<file path="config.mk">
export PLATFORM = sky130hd
export DESIGN_NAME = stream_video_crop
export DESIGN_NICKNAME = d
export VERILOG_FILES = /design/src/rtl/stream_video_crop.sv
export SDC_FILE = /design/constraint.sdc
export NUM_CORES = 1
export LEC_CHECK = 0
export ABC_AREA = 1
export BUFFER_PORTS_ARGS = -buffer_cell sky130_fd_sc_hd__clkbuf_2
export CAP_MARGIN = 0
export CELL_PAD_IN_SITES_DETAIL_PLACEMENT = 2
export CELL_PAD_IN_SITES_GLOBAL_PLACEMENT = 2
export CORE_MARGIN = 3
export CORE_UTILIZATION = 33
export DETAILED_ROUTE_END_ITERATION = 7
export MAX_ROUTING_LAYER = met4
export PLACE_DENSITY = 0.89
export SKIP_LAST_GASP = 1
export SYNTH_ARGS = -nofsm -noshare
export SYNTH_HDL_FRONTEND = slang
export SYNTH_SLANG_ARGS = --single-unit
</file>
<file path="constraint.sdc">
create_clock -name clk -period 1.8 [get_ports clk]
set_input_delay 0.09 -clock clk [delete_from_list [all_inputs] [get_ports clk]]
set_output_delay 0.09 -clock clk [all_outputs]
set_load 0.005 [all_outputs]
</file>
<file path="src/rtl/stream_video_crop.sv">
// stream_video_crop
//   Removes the invalid border a filter kernel leaves around an AXI4-Stream
//   video frame and regenerates tuser (start of frame) and tlast (end of line)
//   for the smaller cropped frame. Pixel position is tracked from the incoming
//   tuser/tlast markers. Kept pixels go through an output register backed by
//   a one-beat skid register. Cropped pixels are consumed and discarded.
//
// Ports
//   clk                  clock, everything on the rising edge
//   reset                asynchronous, active-low reset
//   s_axis_video_*       input video stream (tdata/tvalid/tready/tuser/tlast)
//   m_axis_video_*       cropped video stream (tdata/tvalid/tready/tuser/tlast)
//   err_short_line       one-cycle pulse: tlast arrived before the last column
//   err_long_line        one-cycle pulse: last column arrived without tlast
module stream_video_crop #(
  parameter int DATA_WIDTH   = 24,
  parameter int FRAME_WIDTH  = 20,
  parameter int FRAME_HEIGHT = 10,
  parameter int CROP_LEFT    = 2,
  parameter int CROP_RIGHT   = 2,
  parameter int CROP_TOP     = 2,
  parameter int CROP_BOTTOM  = 2
) (
  input  logic                  clk,
  input  logic                  reset,
  input  logic [DATA_WIDTH-1:0] s_axis_video_tdata,
  input  logic                  s_axis_video_tvalid,
  output logic                  s_axis_video_tready,
  input  logic                  s_axis_video_tuser,
  input  logic                  s_axis_video_tlast,
  output logic [DATA_WIDTH-1:0] m_axis_video_tdata,
  output logic                  m_axis_video_tvalid,
  input  logic                  m_axis_video_tready,
  output logic                  m_axis_video_tuser,
  output logic                  m_axis_video_tlast,
  output logic                  err_short_line,
  output logic                  err_long_line
);

  if (CROP_LEFT + CROP_RIGHT >= FRAME_WIDTH) begin : g_bad_width
    $error("stream_video_crop: CROP_LEFT+CROP_RIGHT must be below FRAME_WIDTH");
  end
  if (CROP_TOP + CROP_BOTTOM >= FRAME_HEIGHT) begin : g_bad_height
    $error("stream_video_crop: CROP_TOP+CROP_BOTTOM must be below FRAME_HEIGHT");
  end

  localparam int XW = $clog2(FRAME_WIDTH + 1);
  localparam int YW = $clog2(FRAME_HEIGHT + 1);
  localparam int PW = DATA_WIDTH + 2;

  localparam logic [XW-1:0] X_FIRST = XW'(CROP_LEFT);
  localparam logic [XW-1:0] X_LAST  = XW'(FRAME_WIDTH - CROP_RIGHT - 1);
  localparam logic [XW-1:0] X_END   = XW'(FRAME_WIDTH - 1);
  localparam logic [XW-1:0] X_SAT   = XW'(FRAME_WIDTH);
  localparam logic [XW-1:0] X_ONE   = XW'(1);
  localparam logic [YW-1:0] Y_FIRST = YW'(CROP_TOP);
  localparam logic [YW-1:0] Y_LAST  = YW'(FRAME_HEIGHT - CROP_BOTTOM - 1);
  localparam logic [YW-1:0] Y_SAT   = YW'(FRAME_HEIGHT);
  localparam logic [YW-1:0] Y_ONE   = YW'(1);

  logic [XW-1:0] x;
  logic [YW-1:0] y;
  logic          synced;

  logic [XW-1:0] cx;
  logic [YW-1:0] cy;
  logic          sync_eff;
  logic          accept;
  logic          keep;
  logic [PW-1:0] in_beat;

  logic [PW-1:0] out_beat;
  logic          out_valid;
  logic [PW-1:0] skid_beat;
  logic          skid_valid;
  logic          skid_valid_next;
  logic          out_ready;

  // A tuser beat restarts the position at the origin and counts as synced
  // for its own keep decision, so the first pixel of a frame is never lost.
  assign cx       = s_axis_video_tuser ? '0 : x;
  assign cy       = s_axis_video_tuser ? '0 : y;
  assign sync_eff = synced | s_axis_video_tuser;
  assign accept   = s_axis_video_tvalid & s_axis_video_tready;

  // Saturated counters (x==FRAME_WIDTH, y==FRAME_HEIGHT) fall outside the
  // window, which is what drops over-long lines and lines past frame end.
  assign keep = accept & sync_eff &
                (cx >= X_FIRST) & (cx <= X_LAST) &
                (cy >= Y_FIRST) & (cy <= Y_LAST);

  assign in_beat = {(cx == X_FIRST) && (cy == Y_FIRST), cx == X_LAST, s_axis_video_tdata};

  // Position tracking and frame synchronisation.
  always_ff @(posedge clk or negedge reset) begin
    if (!reset) begin
      x      <= '0;
      y      <= '0;
      synced <= 1'b0;
    end else if (accept) begin
      synced <= sync_eff;
      if (s_axis_video_tlast) begin
        x <= '0;
        y <= (cy == Y_SAT) ? Y_SAT : cy + Y_ONE;
      end else begin
        x <= (cx == X_SAT) ? X_SAT : cx + X_ONE;
        y <= cy;
      end
    end
  end

  // Line-length error pulses. A saturated x is neither below nor equal to
  // the last column, so an overlong line reports only once.
  always_ff @(posedge clk or negedge reset) begin
    if (!reset) begin
      err_short_line <= 1'b0;
      err_long_line  <= 1'b0;
    end else begin
      err_short_line <= accept & sync_eff & s_axis_video_tlast & (cx < X_END);
      err_long_line  <= accept & sync_eff & !s_axis_video_tlast & (cx == X_END);
    end
  end

  // The skid can only be occupied while s_tready is low, so a kept beat never
  // arrives while the skid is full.
  assign out_ready = !out_valid | m_axis_video_tready;

  always_comb begin
    skid_valid_next = skid_valid;
    if (out_ready)
      skid_valid_next = 1'b0;
    else if (keep)
      skid_valid_next = 1'b1;
  end

  // Output register refills from the skid first to preserve beat order.
  always_ff @(posedge clk or negedge reset) begin
    if (!reset) begin
      out_beat            <= '0;
      out_valid           <= 1'b0;
      skid_beat           <= '0;
      skid_valid          <= 1'b0;
      s_axis_video_tready <= 1'b0;
    end else begin
      if (out_ready) begin
        if (skid_valid) begin
          out_beat  <= skid_beat;
          out_valid <= 1'b1;
        end else if (keep) begin
          out_beat  <= in_beat;
          out_valid <= 1'b1;
        end else begin
          out_valid <= 1'b0;
        end
      end else if (keep) begin
        skid_beat <= in_beat;
      end
      skid_valid          <= skid_valid_next;
      s_axis_video_tready <= !skid_valid_next;
    end
  end

  assign m_axis_video_tvalid = out_valid;
  assign m_axis_video_tuser  = out_beat[PW-1];
  assign m_axis_video_tlast  = out_beat[PW-2];
  assign m_axis_video_tdata  = out_beat[DATA_WIDTH-1:0];

endmodule

</file>
==> flow_summary.ini <==
[sta]
slew_violations = 0
min_period_over_period_pct = 101.1
worst_slack_ps = -20.31
fin_skew_ps = 17.50
whs_ps = -4.518
max_freq_ghz = 0.5494
slew_headroom_pct = 64.15
hold_viol = 1
setup_viol_count_final = 8
worstMarginPinSlew_ps = 535.7
rsz0062_at_grt = yes
finalCriticalPeriod_ps = 1820

[yosys]
ys_warn_count = 0
yosys.cell_count.top_type = nand2_1
synthXorXnorAreaFrac_pct = 0
synth.area.top_cells = dfrtp_1 (49%), nand2_1 (20%), nand4_1 (4.9%)
synth_top_area_share_pct = 48.52
synth_top_family_by_area = simple AND/OR/NAND/NOR gates
synth-adder-area-share_pct = 1.448
synth_flop_cell = dfrtp_1
synth_simple_gate_area_share_pct = 39.79
synth_compound_area_share_pct = 3.440
yosys.area.top_type = dfrtp_1
postSynthCellCount = 427
synth.area.mux_share_pct = 0
synth_edf_count = 0
yosysUniqueCellTypes = 31
ys_async_sr_fraction_pct = 100.0
synth_common_cells = nand2_1 (181), dfrtp_1 (67), nand3_1 (31)
synth_area_um2 = 3456
yosys_register_bits = 67
synth.avg_cell_area_um2 = 8.093
synth_nets = 461
ys_seq_area_share_pct = 48.52

[critical_path]
r2r_end = skid_beat[11]
crit_path_top_delay_cell = dfrtp_1
r2r_cells = 11
critPathKind = flop to flop
startpoint_type = flop
cp_data_arrival_time_ps = 2070
critPathLaunch = y[1]
cp_top_family = simple AND/OR/NAND/NOR gates
reg2reg_slack_ps = -20
required_ps = 2050
cp_max_fo = 7
critical_path_buf_inv_count = 3
r2r-start = y[1]
cpPeakStageDelay_ps = 410
path_cells = nand2_2, buf_4, buf_4, nand2_2, nor2_2, nor2_4, and2_4, nand3_4, clkbuf_16, nand2_2, nand2_1
cp_common_cell = nand2_2
endpoint_kind = flop

[floorplanning]
io_pins = 60
placementRows = 36
initial_core_util_pct = 34.72
die_area_um2 = 11740
die-height_um = 108.3
die_width_um = 108.3
core-area_um2 = 9955

[power]
power-per-cell-area_nw_per_um2 = 1052
peakVddDrop_mv = 0.4580
p_total_mw = 4.830
p_leak_nw = 2.505

[hold_path]
hold_end = skid_beat[19]
hold_class = primary input to flop
holdPathStages = 3
min_from = s_axis_video_tdata[19]

[clocking]
clkTransAtPathRegs_ps = 90
cts_root_buf = clkbuf_8
htree_num_levels = 3
cts_sinks = 67
cts_made_buffers = 9
clock_latency_ps = 370
clock_path_buffers = 2
cts_tree = yes

[run_status]
violations = hold timing, setup timing
status = finished, violations left

[drt]
route.detailed.wl_per_inst_um = 21.41
ant_nets = 0
drt_iter0_markers = 175
drc_errors = 0
vias = 3507
drt-total-wl_mm = 14.13
drt-pass1-iter-count = 4
vias_per_cell = 5.314

[final_layout]
antenna_cells = 0
drive_gt1_share_pct = 31.31
final_core_util_pct = 46.10
synthToLayoutAreaGrowth_pct = 32.80
layout.nets = 556
fill_cells = 1094
fin_area_um2 = 4589

[grt]
grt_pass1_vias = 3884
antenna_found_initial = 0
grt_pass1_wl_mm = 21.36
grt_max_degree = 68
grt.overflow.total = 0
track_usage_pct = 24.82

[placement]
portBuffers = 59
dp.final_hpwl_mm = 8.230
place_area_um2 = 3976
gp_congestion = 0.7956

[flow_run]
maxCapViolCount = 0
[per-stage QoR]
stage          setup WS [ps]  instances  setup TNS [ps]
6_report              -20.31        660          -72.68
4_1_cts               0.6490        654               0
3_5_place_dp          -158.1        619           -4161
5_1_grt               -84.49        660           -2154
3_3_place_gp           12.02        619               0
2_1_floorplan          145.8        427               0
[logic make-up after synthesis]
kind of cell | Yosys count
adder cells (fa/ha/maj) | 4
buffers and inverters | 45
AO/OA/AOI/OAI | 20
flip-flops | 67
AND/OR/NAND/NOR | 291
[repair_timing]
action / in CTS / in global routing
setup endpoints to repair: 53 / 54
pin swaps: 2 / 5
gates cloned: 2 / 2
setup buffers: 2 / 4
hold buffers: 15 / 0
gates resized for setup: 5 / 18
hold endpoints to repair: 81 / 0
[where the power goes]
group / switching, mW / total, mW / internal [mW] / leakage (nW)
registers: 0.234 / 2.09 / 1.85 / 0.876
logic: 0.592 / 1.06 / 0.470 / 1.50
clock network: 0.650 / 1.68 / 1.03 / 0.133
[cell usage in the layout, fill, tap and decap left out, types with 4 or more instances in the layout]
master,count
nand2_2,30
dfrtp_1,67
nor2_1,5
nor3_1,4
nand3_1,31
buf_4,21
nand2_4,6
nand2_1,176
clkbuf_8,12
dlygate4sd3_1,15
inv_2,7
nand4_1,27
nor2_2,4
clkbuf_2,58
inv_1,15
a21oi_1,4
o21ai_0,9
[area by class of cell]
cell class | instances | area (um^2) | share of cell area, %
clock buffers | 12 | 165.2 | 3.599
inverters | 23 | 88.84 | 1.936
flip-flops and latches | 67 | 1677 | 36.53
clock inverters | 4 | 95.09 | 2.072
well taps | 133 | 166.4 | 3.626
repair buffers | 104 | 762.0 | 16.60
multi-input cells | 317 | 1635 | 35.63
[registers in the layout (all words and copies together), names as in the netlist]
register,count
synced,1
skid_valid,1
skid_beat,26
out_beat,26
y,4
err_short_line,1
m_axis_video_tvalid,1
x,5
s_axis_video_tready,1
err_long_line,1
[how the worst max path moves through the flow]
stage | end | slack (ps) | depth (start not counted)
floorplan | skid_beat[25] | 150 | 13
global placement | skid_beat[10] | 10 | 12
detailed placement | skid_beat[15] | -160 | 12
CTS | out_beat[18] | 0.6 | 12
global route | skid_beat[16] | -80 | 11
finish | skid_beat[11] | -20 | 11
[metal layers]
layer  part of all wire, %  up-vias  global-route usage (%)
met5                     0        -                       -
met4                   2.9        0                   8.927
met3                   4.1       36                   4.955
met2                    52      112                   42.54
met1                    41     1793                   28.95
li1                      -     1566                       -
[worst register-to-register path: cells and delay by family (launching register included)]
family	cells	cell delay, ps
simple gates	8	810
buf+inv	3	490
flops	1	410
No activity file was read; power rests on OpenSTA's default activity.
